[config.mk]
export PLATFORM = sky130hd
export DESIGN_NAME = tone_gen
export DESIGN_NICKNAME = d
export VERILOG_FILES = /design/src/rtl/tone_gen_pkg.sv /design/src/rtl/tone_gen.sv
export SDC_FILE = /design/constraint.sdc
export NUM_CORES = 1
export LEC_CHECK = 0
export CORE_MARGIN = 3
export CORE_UTILIZATION = 52
export CTS_CLUSTER_DIAMETER = 100
export DETAILED_ROUTE_END_ITERATION = 8
export GPL_TIMING_DRIVEN = 0
export PLACE_DENSITY = 0.79
export SLEW_MARGIN = 20
export SYNTH_ARGS = -nofsm -noshare
export SYNTH_HDL_FRONTEND = slang
export SYNTH_SLANG_ARGS = --single-unit
[constraint.sdc]
create_clock -name clk -period 2.84 [get_ports clk]
set_input_delay 0.568 -clock clk [delete_from_list [all_inputs] [get_ports clk]]
set_output_delay 0.568 -clock clk [all_outputs]
set_load 0.1 [all_outputs]
[src/rtl/tone_gen_pkg.sv]
// Shared audio constants: default divisor width and tone FSM state encodings.
// Used by tone_gen and by the upstream note lookup.
package tone_gen_pkg;

    localparam int unsigned DIV_W_DEFAULT = 16;

    typedef enum logic [1:0] {
        StIdle = 2'd0,
        StRun  = 2'd1,
        StStop = 2'd2
    } state_e;

endpackage

[src/rtl/tone_gen.sv]
// Square-wave tone generator: half-period of div clk cycles, divisor sampled at
// half-period boundaries, stop requests honoured at the next boundary.
module tone_gen
    import tone_gen_pkg::*;
#(
    parameter int unsigned DIV_W = DIV_W_DEFAULT
) (
    input  logic             clk,
    input  logic             rstn,
    input  logic             en,
    input  logic [DIV_W-1:0] div,
    output logic             tone,
    output logic             toggle,
    output logic             busy
);

    localparam logic [DIV_W-1:0] CntOne = {{(DIV_W-1){1'b0}}, 1'b1};

    state_e           state_q;
    logic [DIV_W-1:0] cnt_q;
    logic [DIV_W-1:0] act_div_q;
    logic             boundary;

    // act_div_q is never 0 outside idle, so the subtraction cannot wrap in use.
    assign boundary = (cnt_q == act_div_q - CntOne);

    always_ff @(posedge clk or negedge rstn) begin
        if (!rstn) begin
            state_q   <= StIdle;
            cnt_q     <= '0;
            act_div_q <= '0;
            tone      <= 1'b0;
            toggle    <= 1'b0;
            busy      <= 1'b0;
        end else begin
            toggle <= 1'b0;
            unique case (state_q)
                StIdle: begin
                    cnt_q <= '0;
                    tone  <= 1'b0;
                    if (en && (div != '0)) begin
                        act_div_q <= div;
                        state_q   <= StRun;
                        busy      <= 1'b1;
                    end
                end
                StRun, StStop: begin
                    if (boundary) begin
                        cnt_q <= '0;
                        if ((state_q == StRun) && en && (div != '0)) begin
                            tone      <= ~tone;
                            toggle    <= 1'b1;
                            act_div_q <= div;
                        end else begin
                            // Ending a note: only a falling edge counts as a toggle.
                            tone    <= 1'b0;
                            toggle  <= tone;
                            state_q <= StIdle;
                            busy    <= 1'b0;
                        end
                    end else begin
                        cnt_q <= cnt_q + CntOne;
                        if ((state_q == StRun) && !en) begin
                            state_q <= StStop;
                        end
                    end
                end
                default: begin
                    state_q <= StIdle;
                    cnt_q   <= '0;
                    tone    <= 1'b0;
                    busy    <= 1'b0;
                end
            endcase
        end
    end

endmodule

==> flow_metrics.py <==
metrics = {
    "drt": {
        "final_routed_wirelength_um": 6052,
        "antenna_left": 0,
        "avgViaCountPerCell": 6.059,
        "drc": 0,
        "firstDrtPassIters": 5,
        "wl_per_cell_um": 17.00,
        "route.vias.total": 2157,
        "initialDrtViolationCount": 171,
    },
    "yosys": {
        "mux_contribution_to_synthesized_area_pct": 9.814,
        "ys.flop_type": "sky130_fd_sc_hd__dfrtp_1",
        "synth_area_mm2": 0.002422,
        "synth_async_sr_flop_share_pct": 100.0,
        "synth.net_count": 277,
        "syn_avg_cell_area_um2": 9.574,
        "synth_seq_area_share_pct": 38.22,
        "synth.distinct_cells": 48,
        "edff_count_synth": 0,
        "yosys_register_bits": 37,
        "synth_compound_gate_area_share_pct": 10.64,
        "post_synth_and_or_nand_nor_area_fraction_pct": 23.19,
        "synth_xor_xnor_area_share_pct": 11.57,
        "synthesis.instances": 253,
        "yosys.area_share.adder_pct": 2.583,
        "yosys_warnings": 0,
        "synth_top_family_by_area": "simple AND/OR/NAND/NOR gates",
    },
    "sta": {
        "setup_viol_count_final": 17,
        "fin_worst_skew_ps": 6.309,
        "hold_viol": 0,
        "count_of_final_max_slew_check_failures": 0,
        "tns_ps": -1020,
        "min_setup_slack_post_route_ps": -95.73,
        "rsz0062_at_grt": "yes",
        "fmax_ghz": 0.3406,
        "period_share_pct": 103.4,
        "relSlewSlack_pct": 34.80,
        "final.min_clock_period_ps": 2936,
        "tightest_slew_ps": 975.0,
    },
    "setup_path": {
        "crit_path_end_kind": "flip-flop",
        "cp_data_arrival_time_ps": 3120,
        "worstReg2RegStart": "act_div_q[10]",
        "cp-start-kind": "flip-flop",
        "reg2reg_setup_slack_ps": -100,
        "terminus_of_the_critical_flop_to_flop_path": "act_div_q[5]",
        "critPathMaxStageDelay_ps": 520,
        "ff2ff_path_depth": 9,
        "timing.critical_path.slowest_stage_cell": "sky130_fd_sc_hd__or4_4",
        "worstSetupPathType": "flip-flop to flip-flop",
        "timing.critical_path.required_ps": 3020,
        "crit_path_cell_trace": "or3_4 > or4_4 > a21oi_2 > o211ai_1 > nor4_4 > buf_4 > a31oi_4 > clkbuf_16 > mux2_4",
        "critical_path.max_fanout": 7,
    },
    "layout": {
        "area_growth_syn_to_layout_pct": 29.24,
        "post_route_cells_drive_above_1_share_pct": 27.96,
        "fin_nets": 328,
        "finish.utilization_pct": 70.92,
        "final_cell_area_mm2": 0.003131,
        "insertedDiodeCount": 0,
    },
    "cts": {
        "clock_latency_ps": 290,
        "tritoncts_clock_tree": "done",
        "cts_hold_buffers": 0,
        "cts_root_buf": "sky130_fd_sc_hd__clkbuf_8",
        "cts.reportedPaths.clkPinSlew_ps": 70,
        "cts_max_level": 2,
        "tritoncts.num_buffers": 5,
        "max-clock-path-buffers": 2,
        "cts.sink_count": 37,
    },
    "die": {
        "core_region_area_mm2": 0.004414,
        "ioPinCount": 22,
        "rows": 24,
        "fp.dieArea_mm2": 0.005513,
        "start_util_pct": 54.88,
        "die_w_um": 74.25,
        "floorplan.die.height_um": 74.25,
    },
    "power_and_ir_drop": {
        "finalPower_mw": 3.034,
        "max-vdd-ir-drop_v": 0.0007078,
        "p_leak_nw": 1.324,
        "p_per_area_mw_per_mm2": 969.0,
    },
    "grt": {
        "number_of_global_route_vias_before_repair": 1942,
        "grt_usage_pct": 21.62,
        "wire_length_of_the_first_global_routing_pass_um": 9018,
        "largest_net_degree_at_the_start_of_global_routing": 20,
        "overflow": 0,
        "antenna_found_initial": 0,
    },
    "run_status": {
        "failed_checks": "negative setup slack",
        "run_status": "complete, but fails checks",
    },
    "job": {
        "maxCapViolations": 0,
    },
    "min_path": {
        "worst_hold_path_type": "input port to async pin",
    },
    "placement": {
        "dp.final_hpwl_um": 3988,
        "place_worst_setup_slack_ps": -541.5,
        "gp_congestion": 0.8215,
        "place.port_buffers": 21,
        "place_area_mm2": 0.002729,
    },
}
-- flip-flops by register name, summed over array words and instances, names as in the netlist --
signal / flops
act_div_q: 16
busy: 1
cnt_q: 16
state_q: 2
toggle: 1
tone: 1
-- per-layer routing --
layer  up-vias  GRT usage [%]  share of wire (%)
met1      1057          29.37                 43
met2        79          35.33                 49
li1        997              -                  -
met4         0          6.917                2.4
met3        24          3.649                5.8
met5         -              0                  0
-- stage by stage --
stage / instances / hold WS, ps
5_1_grt: 356 / 249.3
3_5_place_dp: 327 / 526.3
6_report: 356 / 234.0
2_1_floorplan: 253 / 272.4
3_3_place_gp: 326 / 518.6
4_1_cts: 342 / 247.6
-- cell usage after synthesis, types with 3 or more instances --
cell type                  instances  area share (%)
sky130_fd_sc_hd__a21oi_1           8             1.7
sky130_fd_sc_hd__and3_1            5             1.3
sky130_fd_sc_hd__clkbuf_1          6            0.93
sky130_fd_sc_hd__dfrtp_1          37              38
sky130_fd_sc_hd__ha_1              5             2.6
sky130_fd_sc_hd__inv_1            10             1.5
sky130_fd_sc_hd__mux2_2            6             2.8
sky130_fd_sc_hd__mux2_4           10             6.2
sky130_fd_sc_hd__nand2_1          22             3.4
sky130_fd_sc_hd__nand3_1          10             2.1
sky130_fd_sc_hd__nand4_1           6             1.5
sky130_fd_sc_hd__nor2_1           30             4.6
sky130_fd_sc_hd__nor2b_1           3            0.77
sky130_fd_sc_hd__nor3_1            8             1.7
sky130_fd_sc_hd__nor4_1            9             2.3
sky130_fd_sc_hd__o21ai_0           4            0.83
sky130_fd_sc_hd__or3_1             3            0.77
sky130_fd_sc_hd__xnor2_1          18             6.5
sky130_fd_sc_hd__xor2_1           14             5.1
-- layout make-up --
cell class / instances / area [um^2]
plain buffers: 7 / 50.05
clock buffers: 7 / 86.33
flip-flops and latches: 37 / 933.4
inverters: 10 / 37.54
repair buffers: 48 / 449.2
well taps: 52 / 65.06
multi-input cells: 195 / 1509
fillers: 295 / 1284
-- power by group --
| part | total (mW) | internal (mW) | switching, mW |
|---|---|---|---|
| combinational | 1.73 | 0.856 | 0.870 |
| clock | 0.376 | 0.193 | 0.184 |
| sequential | 0.931 | 0.690 | 0.241 |
-- what timing repair did --
item / in CTS / in global routing
gates resized for setup: 19 / 14
gates cloned: 1 / 0
setup buffers: 9 / 16
pin swaps: 8 / 13
endpoints found under the setup margin: 36 / 34
-- how the worst max path moves through the flow --
| stage | startpoint | end | slack [ps] | cells after the start |
|---|---|---|---|---|
| floorplan | act_div_q[11] | act_div_q[10] | -110 | 9 |
| global placement | act_div_q[0] | act_div_q[4] | -510 | 10 |
| detailed placement | act_div_q[0] | act_div_q[3] | -540 | 10 |
| CTS | act_div_q[2] | act_div_q[3] | 4 | 10 |
| global route | act_div_q[10] | act_div_q[1] | -130 | 9 |
| finish | act_div_q[10] | act_div_q[5] | -100 | 9 |
-- kinds of logic after synthesis --
family	count (synthesis)
flip-flops	37
adder cells (fa/ha/maj)	5
multiplexers	18
XOR/XNOR	32
buffers and inverters	21
AO/OA/AOI/OAI	33
AND/OR/NAND/NOR	107
-- layout by cell type (no fill, tap or decap), types with 3 or more instances in the layout --
master,n
sky130_fd_sc_hd__nor2b_1,3
sky130_fd_sc_hd__buf_4,25
sky130_fd_sc_hd__nor4_1,5
sky130_fd_sc_hd__nand4_1,6
sky130_fd_sc_hd__ha_1,4
sky130_fd_sc_hd__a21oi_2,3
sky130_fd_sc_hd__clkbuf_1,3
sky130_fd_sc_hd__dfrtp_2,6
sky130_fd_sc_hd__mux2_2,6
sky130_fd_sc_hd__mux2_4,10
sky130_fd_sc_hd__dfrtp_1,31
sky130_fd_sc_hd__nand3_1,9
sky130_fd_sc_hd__clkdlybuf4s50_1,20
sky130_fd_sc_hd__xnor2_1,18
sky130_fd_sc_hd__nand2_1,22
sky130_fd_sc_hd__xor2_1,14
sky130_fd_sc_hd__nor3_2,3
sky130_fd_sc_hd__and3_1,5
sky130_fd_sc_hd__o21ai_0,3
sky130_fd_sc_hd__inv_1,8
sky130_fd_sc_hd__clkbuf_8,6
sky130_fd_sc_hd__nor2_1,30
sky130_fd_sc_hd__nor4_4,4
sky130_fd_sc_hd__a21oi_1,5
sky130_fd_sc_hd__nor3_1,5
-- worst max-delay path: cells and delay by family, from the launching register on --
family                 cells  cell delay [ps]
and+or+nand+nor            3             1180
buffers and inverters      2              410
DFF                        1              460
AOI/OAI and AO/OA          3              470
muxes                      1              290
Note: power is estimated with default switching activity, not from simulation.
